## src/rtl/wb_pkg.sv

```systemverilog
// Writeback queue shared definitions.
// Holds the request source encodings, the link register index, the default
// queue depth and the packed layout of one pending-write entry.
package wb_pkg;

  // req_src encodings; 2'd3 is reserved and behaves like the ALU source.
  localparam logic [1:0] SRC_ALU = 2'd0;
  localparam logic [1:0] SRC_MEM = 2'd1;
  localparam logic [1:0] SRC_JAL = 2'd2;
  localparam logic [1:0] SRC_RSV = 2'd3;

  // Jal always links into the return-address register.
  localparam logic [4:0] RA_REG = 5'd31;

  // Default number of pending-write entries.
  localparam int WB_DEPTH = 4;

  // One pending register-file write: 5-bit destination plus 32-bit data.
  typedef struct packed {
    logic [4:0]  dst;
    logic [31:0] data;
  } wb_entry_t;

endpackage

```

## src/rtl/wb_fifo.sv

```systemverilog
// Pending-write FIFO storage for the writeback queue.
// Ports:
//   clock, reset        - rising-edge clock, synchronous active-low reset
//   push, push_entry    - enqueue one entry (ignored while full)
//   pop                 - dequeue the head (ignored while empty)
//   full, empty         - occupancy flags
//   head_entry          - entry at the read pointer
//   entry_valid         - per-slot valid, derived from read pointer and count
//   entry_dst           - per-slot destination register
module wb_fifo
  import wb_pkg::*;
#(
  parameter int DEPTH = WB_DEPTH
) (
  input  logic                  clock,
  input  logic                  reset,
  input  logic                  push,
  input  wb_entry_t             push_entry,
  input  logic                  pop,
  output logic                  full,
  output logic                  empty,
  output wb_entry_t             head_entry,
  output logic [DEPTH-1:0]      entry_valid,
  output logic [DEPTH-1:0][4:0] entry_dst
);

  localparam int PTR_W = (DEPTH > 1) ? $clog2(DEPTH) : 1;
  localparam int CNT_W = $clog2(DEPTH) + 1;

  wb_entry_t        mem_r [DEPTH];
  logic [PTR_W-1:0] wr_ptr_r;
  logic [PTR_W-1:0] rd_ptr_r;
  logic [CNT_W-1:0] count_r;
  logic             push_s;
  logic             pop_s;
  logic [PTR_W-1:0] offset_s;

  assign full   = (count_r == CNT_W'(DEPTH));
  assign empty  = (count_r == {CNT_W{1'b0}});
  assign push_s = push && !full;
  assign pop_s  = pop && !empty;
  assign head_entry = mem_r[rd_ptr_r];

  // Pointer and occupancy bookkeeping; pointers wrap naturally at DEPTH.
  always_ff @(posedge clock) begin
    if (!reset) begin
      wr_ptr_r <= {PTR_W{1'b0}};
      rd_ptr_r <= {PTR_W{1'b0}};
      count_r  <= {CNT_W{1'b0}};
    end else begin
      if (push_s) begin
        wr_ptr_r <= wr_ptr_r + PTR_W'(1);
      end
      if (pop_s) begin
        rd_ptr_r <= rd_ptr_r + PTR_W'(1);
      end
      case ({push_s, pop_s})
        2'b10:   count_r <= count_r + CNT_W'(1);
        2'b01:   count_r <= count_r - CNT_W'(1);
        default: count_r <= count_r;
      endcase
    end
  end

  // Entry storage; contents are only meaningful where entry_valid is set.
  always_ff @(posedge clock) begin
    if (push_s) begin
      mem_r[wr_ptr_r] <= push_entry;
    end
  end

  // Slot i is live when its distance from the read pointer is below the count.
  always_comb begin
    offset_s    = {PTR_W{1'b0}};
    entry_valid = {DEPTH{1'b0}};
    for (int i = 0; i < DEPTH; i++) begin
      offset_s       = PTR_W'(i) - rd_ptr_r;
      entry_valid[i] = ({1'b0, offset_s} < count_r);
    end
  end

  // Expose every slot's destination for the pending-register mask.
  always_comb begin
    entry_dst = '0;
    for (int i = 0; i < DEPTH; i++) begin
      entry_dst[i] = mem_r[i].dst;
    end
  end

endmodule

```

## src/rtl/writeback_queue.sv

```systemverilog
// Writeback queue: buffers register-file writes between producers and a
// register-file write port that may be stalled.
// Ports:
//   clock, reset                 - rising-edge clock, synchronous active-low reset
//   req_valid / req_ready        - request handshake (ready = queue not full)
//   req_src, req_dst             - data source select and destination register
//   alu_result, mem_or_io_data,
//   opcplus4                     - candidate write data
//   wb_hold                      - register-file write port busy this cycle
//   wb_regWrite, wb_dst, wb_data - registered register-file write port
//   pend_mask                    - bit i set while a queued entry targets reg i
module writeback_queue
  import wb_pkg::*;
#(
  parameter int DEPTH = WB_DEPTH
) (
  input  logic        clock,
  input  logic        reset,
  input  logic        req_valid,
  output logic        req_ready,
  input  logic [1:0]  req_src,
  input  logic [4:0]  req_dst,
  input  logic [31:0] alu_result,
  input  logic [31:0] mem_or_io_data,
  input  logic [31:0] opcplus4,
  input  logic        wb_hold,
  output logic        wb_regWrite,
  output logic [4:0]  wb_dst,
  output logic [31:0] wb_data,
  output logic [31:0] pend_mask
);

  logic                  full_s;
  logic                  empty_s;
  logic                  accept_s;
  logic                  push_s;
  logic                  pop_s;
  wb_entry_t             push_entry_s;
  wb_entry_t             head_entry_s;
  logic [DEPTH-1:0]      entry_valid_s;
  logic [DEPTH-1:0][4:0] entry_dst_s;
  logic [31:0]           pend_mask_s;

  // Ready is purely "not full" so a same-cycle pop never opens a slot early.
  assign req_ready = reset && !full_s;
  assign accept_s  = req_valid && req_ready;
  // Writes to r0 complete the handshake but are dropped.
  assign push_s    = accept_s && (push_entry_s.dst != 5'd0);
  assign pop_s     = reset && !empty_s && !wb_hold;

  // Source mux and Jal link-register override.
  always_comb begin
    push_entry_s = '0;
    case (req_src)
      SRC_ALU: begin
        push_entry_s.dst  = req_dst;
        push_entry_s.data = alu_result;
      end
      SRC_MEM: begin
        push_entry_s.dst  = req_dst;
        push_entry_s.data = mem_or_io_data;
      end
      SRC_JAL: begin
        push_entry_s.dst  = RA_REG;
        push_entry_s.data = opcplus4;
      end
      SRC_RSV: begin
        push_entry_s.dst  = req_dst;
        push_entry_s.data = alu_result;
      end
      default: begin
        push_entry_s.dst  = req_dst;
        push_entry_s.data = alu_result;
      end
    endcase
  end

  wb_fifo #(
    .DEPTH(DEPTH)
  ) u_fifo (
    .clock      (clock),
    .reset      (reset),
    .push       (push_s),
    .push_entry (push_entry_s),
    .pop        (pop_s),
    .full       (full_s),
    .empty      (empty_s),
    .head_entry (head_entry_s),
    .entry_valid(entry_valid_s),
    .entry_dst  (entry_dst_s)
  );

  // Registered write port: pulse on pop, otherwise hold dst/data.
  always_ff @(posedge clock) begin
    if (!reset) begin
      wb_regWrite <= 1'b0;
      wb_dst      <= 5'd0;
      wb_data     <= 32'd0;
    end else if (pop_s) begin
      wb_regWrite <= 1'b1;
      wb_dst      <= head_entry_s.dst;
      wb_data     <= head_entry_s.data;
    end else begin
      wb_regWrite <= 1'b0;
    end
  end

  // OR together the destinations of every live entry; popped entries are gone.
  always_comb begin
    pend_mask_s = 32'd0;
    for (int i = 0; i < DEPTH; i++) begin
      pend_mask_s = pend_mask_s |
                    (entry_valid_s[i] ? (32'd1 << entry_dst_s[i]) : 32'd0);
    end
  end

  assign pend_mask = reset ? pend_mask_s : 32'd0;

endmodule

```

## config.mk

```make
export PLATFORM = sky130hd
export DESIGN_NAME = writeback_queue
export DESIGN_NICKNAME = d
export VERILOG_FILES = /design/src/rtl/wb_pkg.sv /design/src/rtl/wb_fifo.sv /design/src/rtl/writeback_queue.sv
export SDC_FILE = /design/constraint.sdc
export NUM_CORES = 1
export LEC_CHECK = 0
export BUFFER_PORTS_ARGS = -buffer_cell sky130_fd_sc_hd__buf_2
export CORE_UTILIZATION = 60
export DETAILED_ROUTE_END_ITERATION = 10
export HOLD_SLACK_MARGIN = 0.12
export PLACE_DENSITY = 0.86
export REMOVE_ABC_BUFFERS = 1
export SYNTH_ARGS = -nofsm -noshare
export SYNTH_HDL_FRONTEND = slang
export SYNTH_SLANG_ARGS = --single-unit
```

## constraint.sdc

```tcl
create_clock -name clock -period 4.55 [get_ports clock]
set_input_delay 0.6825 -clock clock [delete_from_list [all_inputs] [get_ports clock]]
set_output_delay 0.6825 -clock clock [all_outputs]
set_load 0.005 [all_outputs]
```

After elaboration in Yosys (flattened, before gate mapping)
Memories as Yosys holds them, arrays and structs flattened. A register that Yosys moved wholly into a read port is not among the register bits.
Cells that the tools add are included.
- add/sub/neg operators: 8
- magnitude comparators: 4
- eq/ne operators: 6
- shifts and indexed selects: 4
- mux-type cells: 10
- bitwise logic cells: 3
- reduce and logical (&&, ||, !) cells: 16
- operators with widths (operator ; count):
    32-bit two-way mux ; 5
    1-bit by 5-bit << shifter with 32-bit output (first input constant) ; 4
    37-bit one-hot mux with 3 select lines ; 1
    32-bit OR ; 3
    2-bit by 3-bit less-than comparator with 1-bit output ; 4
    1-bit logical AND ; 7
    2-bit equality test (second input constant) ; 3
    3-bit one-hot mux with 2 select lines ; 1
    5-bit nonzero test ; 1
    2-bit by 1-bit adder with 2-bit output (second input constant) ; 2
    2-bit by 1-bit equality test with 1-bit output (second input constant) ; 2
    1-bit zero test ; 4
    1-bit by 2-bit subtractor with 2-bit output (first input constant) ; 2
    2-bit subtractor (first input constant) ; 2
    3-bit by 1-bit adder with 3-bit output (second input constant) ; 1
    3-bit equality test (second input constant) ; 1
    3-bit zero test ; 1
    1-bit two-way mux ; 3
    3-bit by 1-bit subtractor with 3-bit output (second input constant) ; 1
    2-bit zero test ; 1
    2-bit nonzero test ; 1
    2-bit OR reduction ; 1
- flip-flop bits (word level): 8
- RAM bits: 148
- input port bits: 107
- output and inout bits: 71
- word-level logic and storage cells: 56
- memories: 1
- memories (name ; depth ; width ; read ports ; clocked after Yosys merged registers in ; wr ports ; RTL line ; text):
    u_fifo.mem_r ; 4 ; 37 ; 5 ; 1 ; 1 ; wb_fifo.sv:30 ; wb_entry_t mem_r [DEPTH];

Depth between registers and ports, before layout
Gate-level depths: netlist of the first run.
- depth after elaboration: 8
- depth in mapped cells: 14
- mapped depth without buffers: 12

Hierarchy
Synthesis of the first run repeated with hierarchy kept, for this count alone.
- cell total of the unflattened synthesis: 735
- area total of the unflattened synthesis: 9287.7 µm²
- by module, submodules not included (module ; instances ; cells each ; area each (µm²) ; sequential area each (µm²)):
    wb_fifo ; 1 ; 285 ; 6175.9 ; 4624.4
    writeback_queue ; 1 ; 450 ; 3111.7 ; 760.7

Worst setup path after synthesis of the first run
No wires, ideal clock.
- kind: input-to-reg
- from: input port req_src[0]
- to: memory u_fifo.mem_r[0][0] (netlist name) (enable)
- setup time: 0.398 ns
- arrival time: 2.693 ns
- required time: 4.152 ns
- setup slack: 1.460 ns
- stages on the path: 8
- path buffers: 2
- cells stage by stage: inv_1 ha_1 clkbuf_1 o22ai_1 o211ai_1 and3_1 clkbuf_1 and2_1
- longest elaborated chain between the ends: 8
- elaborated cells on any way between the ends: 11
- classes of those cells: eq/ne (3); mux (3); reduce/logical (5)
- ends and longest elaborated chain (what ; RTL line ; text):
    start: declaration ; writeback_queue.sv:21 ; input logic [1:0] req_src,
    2-bit equality test / 2-bit zero test (equally long branches) ; writeback_queue.sv:54 ; case (req_src)
    2-bit OR reduction (no source line) ; -- ;
    37-bit one-hot mux with 3 select lines (*) ; writeback_queue.sv:54 ;
    5-bit nonzero test (*) ; writeback_queue.sv:48 ; assign push_s = accept_s && (push_entry_s.dst != 5'd0);
    1-bit logical AND (*) ; writeback_queue.sv:48 ;
    1-bit logical AND (*) ; wb_fifo.sv:40 ; assign push_s = push && !full;
    1-bit two-way mux (*) ; wb_fifo.sv:67 ; if (push_s) begin
    1-bit two-way mux (not written as such) (*) ; wb_fifo.sv:68 ; mem_r[wr_ptr_r] <= push_entry;
    end: declaration ; wb_fifo.sv:30 ;
Every way passes the cells marked *; elsewhere a longest branch is shown, timed or not.

Worst setup path in the final report of the first run
- from: register u_fifo.rd_ptr_r[1]
- to: output port pend_mask[25]
- longest elaborated chain between the ends: 7
- elaborated cells on any way between the ends: 16
- classes of those cells: add/sub (4); order compare (4); mux (5); bitwise (3)
- ends and longest elaborated chain (what ; RTL line ; text):
    start: declaration ; wb_fifo.sv:32 ; logic [PTR_W-1:0] rd_ptr_r;
    start signal: assignment ; wb_fifo.sv:48 ; rd_ptr_r <= {PTR_W{1'b0}};
    start signal: assignment ; wb_fifo.sv:55 ; rd_ptr_r <= rd_ptr_r + PTR_W'(1);
    1-bit by 2-bit subtractor with 2-bit output ; wb_fifo.sv:77 ; offset_s = PTR_W'(i) - rd_ptr_r;
    2-bit by 3-bit less-than comparator with 1-bit output ; wb_fifo.sv:78 ; entry_valid[i] = ({1'b0, offset_s} < count_r);
    32-bit two-way mux ; writeback_queue.sv:113 ; (entry_valid_s[i] ? (32'd1 << entry_dst_s[i]) : 32'd0);
    32-bit OR (2 in a row) ; writeback_queue.sv:112 ; pend_mask_s = pend_mask_s |
    32-bit OR (*) ; writeback_queue.sv:112 ;
    32-bit two-way mux (*) ; writeback_queue.sv:117 ; assign pend_mask = reset ? pend_mask_s : 32'd0;
    end: declaration ; writeback_queue.sv:30 ; output logic [31:0] pend_mask
Marked as above.

==> impl_metrics.env, run 1 <==
export IMPL_seqCellArea_sq_um=5350
export IMPL_worst_hold_path_type="register to register"
export IMPL_crit_path_start_kind="register"
export IMPL_power_ir_vdd_worst_mv=0.260
export IMPL_drcViolationCount=0
export IMPL_post_cts_resize_count=0
export IMPL_synth_top_area_cell="sky130_fd_sc_hd__edfxtp_1"
export IMPL_vias_per_cell=6.37
export IMPL_async_flop_share=0
export IMPL_routed_wire_per_std_cell_um=21.0
export IMPL_place_area_sq_um=10300
export IMPL_synth_top_flop_cell="sky130_fd_sc_hd__edfxtp_1"
export IMPL_synth_top_area_share=0.478
export IMPL_power_per_cell_area_nw_per_um2=377
export IMPL_cts_tree="built"
export IMPL_syn_mean_instance_area_sq_um=11.8
export IMPL_antenna_found_initial=0
export IMPL_drive_above_1_share=0.286
export IMPL_drtPass1Iterations=5
export IMPL_global_route_wire_length_before_repair_mm=37.3
export IMPL_rsz0062_at_grt="false"
export IMPL_critPathCaptureType="primary output"
export IMPL_fin_area_sq_um=10800
export IMPL_ys_warnings_count=0
export IMPL_worst_endpoint_required_ns=3.87
export IMPL_hpwl_mm=15.6
export IMPL_tns_ns=0
export IMPL_total_setup_violations_reported_at_the_end_of_the_flow=0
export IMPL_setup_worst_path_class="register to primary output"
export IMPL_dieArea_sq_um=16000
export IMPL_post_synth_instance_area_sq_um=9290
export IMPL_finalWirelength_mm=23.9
export IMPL_combined_area_of_the_multi_input_logic_cells_sq_um=3640
export IMPL_cts_root_buffer="sky130_fd_sc_hd__clkbuf_16"
export IMPL_fillCellCount=1004
export IMPL_power_static_leakage_nw=3.88
export IMPL_place_gp_congestion=0.985
export IMPL_global_route_usage_total=0.311
export IMPL_cts_hold_buffers=0
export IMPL_cts_setup_buffers=0
export IMPL_num_nets_final=1058
export IMPL_clk_pin_slew_worst_paths_ns=0.07
export IMPL_cts_made_buffers=17
export IMPL_initial_core_util=0.613
export IMPL_run_status="complete, no violations"
export IMPL_yosys_cell_types_count=58
export IMPL_finalMaxSlewViolations=0
export IMPL_synth_seq_cells=193
export IMPL_overall_overflow_remaining_after_global_route=0
export IMPL_fin_skew_ns=0.00985
export IMPL_final_hold_worst_slack_ns=0.450
export IMPL_first_global_vias=6962
export IMPL_count_of_flip_flops_with_a_built_in_enable_after_synthesis=148
export IMPL_maxClockFrequency_mhz=286
export IMPL_die_width_um=126
export IMPL_grt_max_degree=78
export IMPL_ioPinCount=178
export IMPL_cap_violations=0
export IMPL_timing_worst_slew_pin_value_ns=1.03
export IMPL_max_clock_path_buffers=2
export IMPL_critical_path_arrival_ns=2.82
export IMPL_synth_top_cells_by_area="sky130_fd_sc_hd__edfxtp_1 (48%), sky130_fd_sc_hd__dfxtp_1 (9.7%), sky130_fd_sc_hd__mux4_2 (9.0%)"
export IMPL_detail_route_antenna_nets=0
export IMPL_ys_seq_area_frac=0.575
export IMPL_via_count=7260
export IMPL_final_min_clock_period_ns=3.50
export IMPL_buffer_ports_inserted=177
export IMPL_largest_fanout_on_the_critical_path=16
export IMPL_num_rows=45
export IMPL_areaGrowthSynthToFinish_pct=16.5
export IMPL_finalHoldViolCount=0
export IMPL_core_sq_um=15100
export IMPL_antenna_cells_inserted=0
export IMPL_dieHeight_um=126
export IMPL_sink_count_of_the_clock_tree=193
export IMPL_layout_worst_path_cycle_share=0.769
export IMPL_slew_limit_headroom=0.315
export IMPL_htreeDepth=4
export IMPL_synthCells=789
export IMPL_clk_latency_ns=0.42
export IMPL_drt_initial_drc_count=637
==> layout by cell type, fill, tap and decap left out, types with 4 or more instances in the layout <==
cell	instances
sky130_fd_sc_hd__nor2_1	25
sky130_fd_sc_hd__a22oi_1	32
sky130_fd_sc_hd__buf_2	177
sky130_fd_sc_hd__o31a_1	16
sky130_fd_sc_hd__or3_1	4
sky130_fd_sc_hd__nor3_1	32
sky130_fd_sc_hd__and2_2	4
sky130_fd_sc_hd__o21ai_0	72
sky130_fd_sc_hd__clkinv_1	4
sky130_fd_sc_hd__nand4_1	6
sky130_fd_sc_hd__inv_1	16
sky130_fd_sc_hd__ha_1	11
sky130_fd_sc_hd__a21o_1	4
sky130_fd_sc_hd__clkbuf_16	17
sky130_fd_sc_hd__o22ai_1	35
sky130_fd_sc_hd__o21a_1	10
sky130_fd_sc_hd__nand3_1	14
sky130_fd_sc_hd__nor2b_1	14
sky130_fd_sc_hd__clkinv_2	4
sky130_fd_sc_hd__edfxtp_1	148
sky130_fd_sc_hd__mux4_2	37
sky130_fd_sc_hd__buf_4	11
sky130_fd_sc_hd__nand2b_1	16
sky130_fd_sc_hd__dfxtp_1	43
sky130_fd_sc_hd__o211ai_2	4
sky130_fd_sc_hd__nand2_1	138
==> worst max-delay path, cell delays in order, from the launching register on <==
cell,delay (ns)
sky130_fd_sc_hd__dfxtp_2,0.45
sky130_fd_sc_hd__xnor2_1,0.18
sky130_fd_sc_hd__inv_1,0.08
sky130_fd_sc_hd__ha_1,0.28
sky130_fd_sc_hd__nand2b_1,0.09
sky130_fd_sc_hd__o211ai_2,0.64
sky130_fd_sc_hd__nor3_1,0.10
sky130_fd_sc_hd__or4_1,0.44
sky130_fd_sc_hd__buf_2,0.15
==> cells in the mapped netlist (2+ instances only) <==
cell and instances:
sky130_fd_sc_hd__a21o_1 4, sky130_fd_sc_hd__a21oi_1 3, sky130_fd_sc_hd__a22oi_1 32, sky130_fd_sc_hd__a32oi_1 2
sky130_fd_sc_hd__and2_1 4, sky130_fd_sc_hd__and3_1 2, sky130_fd_sc_hd__buf_2 16, sky130_fd_sc_hd__buf_4 2
sky130_fd_sc_hd__clkbuf_1 38, sky130_fd_sc_hd__dfxtp_1 45, sky130_fd_sc_hd__edfxtp_1 148, sky130_fd_sc_hd__ha_1 12
sky130_fd_sc_hd__inv_1 16, sky130_fd_sc_hd__mux2i_1 3, sky130_fd_sc_hd__mux4_2 37, sky130_fd_sc_hd__nand2_1 138
sky130_fd_sc_hd__nand2b_1 16, sky130_fd_sc_hd__nand3_1 14, sky130_fd_sc_hd__nand3b_1 2, sky130_fd_sc_hd__nand4_1 6
sky130_fd_sc_hd__nor2_1 25, sky130_fd_sc_hd__nor2b_1 14, sky130_fd_sc_hd__nor3_1 32, sky130_fd_sc_hd__nor4bb_1 2
sky130_fd_sc_hd__o211ai_1 3, sky130_fd_sc_hd__o211ai_2 4, sky130_fd_sc_hd__o21a_1 10, sky130_fd_sc_hd__o21ai_0 72
sky130_fd_sc_hd__o21ai_1 2, sky130_fd_sc_hd__o22a_1 3, sky130_fd_sc_hd__o22ai_1 35, sky130_fd_sc_hd__o31a_1 16
sky130_fd_sc_hd__o41a_1 2, sky130_fd_sc_hd__or3_1 4, sky130_fd_sc_hd__xor2_1 2
==> power by group <==
part	internal, W	leakage (nW)	switching [W]
combinational	0.000233	1.87	0.000348
clock	0.000806	0.283	0.000628
sequential	0.00201	1.72	0.0000560
==> state kept, by name, indices dropped and copies added, names as in the netlist <==
name             flops
u_fifo.count_r       3
wb_data             32
wb_dst               5
wb_regWrite          1
u_fifo.wr_ptr_r      2
u_fifo.rd_ptr_r      2
u_fifo.mem_r       148
==> per-layer routing <==
layer	global-route usage	vias up	wire [um]
met4	0.138	0	898
li1	-	3289	-
met2	0.527	443	12000
met3	0.0493	81	1950
met1	0.398	3447	9080
met5	0	-	0
==> cell type report <==
type	count	share of cell area
repair buffers	188	0.0895
inverters	16	0.00555
flip-flops and latches	193	0.494
clock buffers	17	0.0393
clock inverters	15	0.0131
well taps	188	0.0217
multi-input cells	522	0.337
==> worst paths after layout <==
kind | startpoint | to | slack (ns) | depth (start not counted)
hold reg to reg | wb_data[11]$_SDFFE_PN0N_ | wb_data[11]$_SDFFE_PN0N_ | 0.45 | 2
hold / removal | wb_data[11]$_SDFFE_PN0N_ | wb_data[11]$_SDFFE_PN0N_ | 0.45 | 2
setup / recovery | u_fifo.rd_ptr_r[1]$_SDFFE_PN0P_ | pend_mask[25] | 1.05 | 8
setup reg to reg | u_fifo.count_r[0]$_SDFFE_PN0P_ | u_fifo.mem_r[0][26]$_DFFE_PP_ | 2.14 | 4
==> metrics by stage <==
step | utilization | std cells | total power (W) | worst slack [ns]
after detailed placement | 0.677 | 1107 | 0.00268 | 1.30
after global routing | 0.715 | 1139 | 0.00422 | 0.932
after global placement | 0.677 | 1107 | 0.00265 | 1.38
final | 0.715 | 1139 | 0.00409 | 1.05
after floorplan | - | 731 | 0.00245 | 0.235
after CTS | 0.715 | 1139 | 0.00410 | 1.06
==> cells by family after synthesis <==
family	count (synthesis)	synth area share
AND/OR/NAND/NOR	270	0.136
buffers and inverters	74	0.0337
AO/OA/AOI/OAI	196	0.140
flip-flops	193	0.575
multiplexers	40	0.0929
adder cells (fa/ha/maj)	13	0.0183
XOR/XNOR	3	0.00283
Note: power is estimated with default switching activity, not from simulation.
==> inputs of run 2 (changes only) <==
Settings changed: ABC_AREA from default to 1, CORE_UTILIZATION 60 to 51, PLACE_DENSITY 0.86 to 0.77.
Clock period 4.55 ns to 3.2 ns, I/O delays scaled along.
==> run 2 against run 1 <==
  * Design area rose by 3.6%
  * Setup slack worse by 0.84 ns
  * Total power grew 41%
  * Global-route usage shrank 4.8 points
  * Routed wire length up 5.9%
  * Combinational power grew 50%
  * Hold slack lost 0.038 ns
  * Sequential cell count unchanged
  * First-iteration DRC count increased by 17%
  * Clock-buffer cell count grew 4
  * Clock skew down 0.0037 ns
  * Critical path type unchanged
  * Critical endpoint is now pend_mask[24]
  * Largest cell class unchanged
  * Largest power group unchanged
  * Highest routed layer is now met5
==> impl_metrics.env, run 2 <==
export IMPL_synth_simple_gate_area_frac=0.239
export IMPL_hold_path_startpoint="mem_or_io_data[4]"
export IMPL_synth_top_cells_by_count="sky130_fd_sc_hd__nand3_1 (177), sky130_fd_sc_hd__nand2_1 (149), sky130_fd_sc_hd__nor2_1 (149)"
export IMPL_buffer_ports_inserted=177
export IMPL_post_cts_resize_count=0
export IMPL_drcViolationCount=0
export IMPL_routed_wire_per_std_cell_um=17.6
export IMPL_rsz0062_at_grt="false"
export IMPL_synth_top_flop_cell="sky130_fd_sc_hd__edfxtp_1"
export IMPL_synth_xor_area_frac=0
export IMPL_first_global_vias=7652
export IMPL_synth_top_area_cell="sky130_fd_sc_hd__edfxtp_1"
export IMPL_cts_hold_buffers=0
export IMPL_clk_latency_ns=0.43
export IMPL_final_cell_mix="sky130_fd_sc_hd__nand3_1 (177), sky130_fd_sc_hd__buf_2 (177), sky130_fd_sc_hd__nand2_1 (149)"
export IMPL_finalHoldViolCount=0
export IMPL_via_count=8309
export IMPL_synth_top_family_by_area="simple AND/OR/NAND/NOR gates"
export IMPL_tns_ns=0
export IMPL_yosys_area_share_adder=0.0175
export IMPL_finalMaxSlewViolations=0
export IMPL_drt_initial_drc_count=748
export IMPL_post_synth_instance_area_sq_um=9720
export IMPL_syn_mean_instance_area_sq_um=9.24
export IMPL_async_flop_share=0
export IMPL_combined_area_of_the_multi_input_logic_cells_sq_um=3750
export IMPL_ys_seq_area_frac=0.550
export IMPL_layout_worst_path_cycle_share=0.933
export IMPL_antenna_found_initial=2
export IMPL_global_route_usage_total=0.262
export IMPL_synthCells=1052
export IMPL_fin_skew_ns=0.00616
export IMPL_yosys_cell_types_count=34
export IMPL_power_static_leakage_nw=4.50
export IMPL_critical_path_reg2reg_startpoint="u_fifo.count_r[2]$_SDFFE_PN0P_"
export IMPL_r2r_end="u_fifo.count_r[2]$_SDFFE_PN0P_"
export IMPL_ys_warnings_count=0
export IMPL_cap_violations=0
export IMPL_largest_register_ffs=148
export IMPL_cts_tree="built"
export IMPL_cts_made_buffers=17
export IMPL_sink_count_of_the_clock_tree=193
export IMPL_timing_worst_slew_pin_value_ns=1.05
export IMPL_dieHeight_um=140
export IMPL_critPathCaptureType="primary output"
export IMPL_critical_path_arrival_ns=2.51
export IMPL_instance_count_after_placement_with_tap_cells_included=1404
export IMPL_ioPinCount=178
export IMPL_dieArea_sq_um=19600
export IMPL_seqCellArea_sq_um=5350
export IMPL_power_ir_vdd_worst_mv=0.417
export IMPL_finalWirelength_mm=25.3
export IMPL_largest_fanout_on_the_critical_path=20
export IMPL_synth_seq_cells=193
export IMPL_total_setup_violations_reported_at_the_end_of_the_flow=0
export IMPL_post_layout_nonfiller_instances=1437
export IMPL_setup_worst_path_class="register to primary output"
export IMPL_global_route_wire_length_before_repair_mm=39.9
export IMPL_overall_overflow_remaining_after_global_route=0
export IMPL_hpwl_mm=16.5
export IMPL_yosys_mux_area_fraction=0
export IMPL_clk_pin_slew_worst_paths_ns=0.07
export IMPL_power_per_cell_area_nw_per_um2=514
export IMPL_drive_above_1_share=0.219
export IMPL_rrSetupSlack_ns=0.75
export IMPL_fillCellCount=1563
export IMPL_slew_limit_headroom=0.300
export IMPL_synth_top_cells_by_area="sky130_fd_sc_hd__edfxtp_1 (46%), sky130_fd_sc_hd__dfxtp_1 (9.3%), sky130_fd_sc_hd__nand3_1 (9.1%)"
export IMPL_min_to="u_fifo.mem_r[1][4]$_DFFE_PP_"
export IMPL_vias_per_cell=5.78
export IMPL_areaGrowthSynthToFinish_pct=15.4
export IMPL_initial_core_util=0.520
export IMPL_post_synth_top_count_cell="sky130_fd_sc_hd__nand3_1"
export IMPL_core_sq_um=18700
export IMPL_worst_r2r_path_depth=11
export IMPL_max_clock_path_buffers=2
export IMPL_synth_compound_gate_area_share=0.124
export IMPL_num_rows=50
export IMPL_place_gp_congestion=0.940
export IMPL_num_nets_final=1309
export IMPL_cts_root_buffer="sky130_fd_sc_hd__clkbuf_16"
export IMPL_cts_setup_buffers=0
export IMPL_die_width_um=140
export IMPL_leading_registers_by_flop_count="u_fifo.mem_r: 148 flops, wb_data: 32 flops, wb_dst: 5 flops"
export IMPL_timing_hold_worst_path_depth=3
export IMPL_run_status="complete, no violations"
export IMPL_reg_with_most_ffs="u_fifo.mem_r"
export IMPL_final_min_clock_period_ns=2.99
export IMPL_maxClockFrequency_mhz=335
export IMPL_htreeDepth=4
export IMPL_drtPass1Iterations=6
export IMPL_worst_endpoint_required_ns=2.72
export IMPL_worst_hold_path_type="input pin to register"
export IMPL_detail_route_antenna_nets=0
export IMPL_grt_max_degree=75
export IMPL_crit_path_start_kind="register"
export IMPL_count_of_flip_flops_with_a_built_in_enable_after_synthesis=148
export IMPL_synth_top_area_share=0.457
==> run 2: routing by layer <==
layer  routed length [um]  vias to the layer above  global-route usage
met5                   13                        -                   0
met4                  315                        2              0.0671
met3                 1860                       40              0.0424
met2                12200                      374               0.444
met1                10900                     3881               0.352
li1                     -                     4012                   -
==> run 2: where the power goes <==
| part | switching (W) | internal (W) |
|---|---|---|
| clock network | 0.000897 | 0.00110 |
| logic | 0.000599 | 0.000273 |
| registers | 0.0000616 | 0.00284 |
==> run 2: worst max path at each step <==
| stage | from | endpoint |
|---|---|---|
| 6_report | u_fifo.rd_ptr_r[1]$_SDFFE_PN0P_ | pend_mask[24] |
| 3_5_place_dp | req_src[0] | u_fifo.count_r[2]$_SDFFE_PN0P_ |
| 2_1_floorplan | req_src[1] | u_fifo.mem_r[0][0]$_DFFE_PP_ |
| 3_3_place_gp | req_src[0] | u_fifo.count_r[2]$_SDFFE_PN0P_ |
| 5_1_grt | u_fifo.rd_ptr_r[1]$_SDFFE_PN0P_ | pend_mask[16] |
| 4_1_cts | u_fifo.rd_ptr_r[0]$_SDFFE_PN0P_ | pend_mask[20] |
==> run 2: cells by family (layout without fill, tap and decap cells) <==
group / count (synthesis) / after routing
AND/OR/NAND/NOR: 522 / 522
flip-flops: 193 / 193
AO/OA/AOI/OAI: 191 / 191
buffers and inverters: 133 / 283
adder cells (fa/ha/maj): 13 / 13
other: 0 / 1
==> run 2: final cells by class <==
class,count,share of cell area
flip-flops and latches,193,0.477
well taps,234,0.0261
inverters,51,0.0177
clock buffers,21,0.0402
clock inverters,11,0.00959
repair buffers,200,0.0955
multi-input cells,726,0.334
diodes,1,0.000223
==> run 2: critical path, stage by stage (launching register included) <==
cell	delay (ns)
sky130_fd_sc_hd__dfxtp_1	0.46
sky130_fd_sc_hd__nor2_2	0.08
sky130_fd_sc_hd__nor2_1	0.21
sky130_fd_sc_hd__ha_1	0.27
sky130_fd_sc_hd__inv_1	0.06
sky130_fd_sc_hd__nor2_1	0.04
sky130_fd_sc_hd__nand2_1	0.08
sky130_fd_sc_hd__nand2_2	0.09
sky130_fd_sc_hd__inv_2	0.26
sky130_fd_sc_hd__nand2_1	0.10
sky130_fd_sc_hd__o21ai_0	0.13
sky130_fd_sc_hd__nor2_1	0.09
sky130_fd_sc_hd__nor2_1	0.08
sky130_fd_sc_hd__buf_2	0.11
==> run 2: stage by stage <==
stage               cell area (sq um)  setup WS, ns  hold WS [ns]  utilization  total power (W)
global route                    11200       0.00849         0.419        0.600          0.00598
finish                          11200         0.214         0.412        0.600          0.00577
global placement                10600         0.534         0.471        0.569          0.00378
floorplan                        9240         -1.45         0.459            -          0.00345
detailed placement              10600         0.352         0.499        0.569          0.00380
CTS                             11200        0.0562         0.406        0.599          0.00577
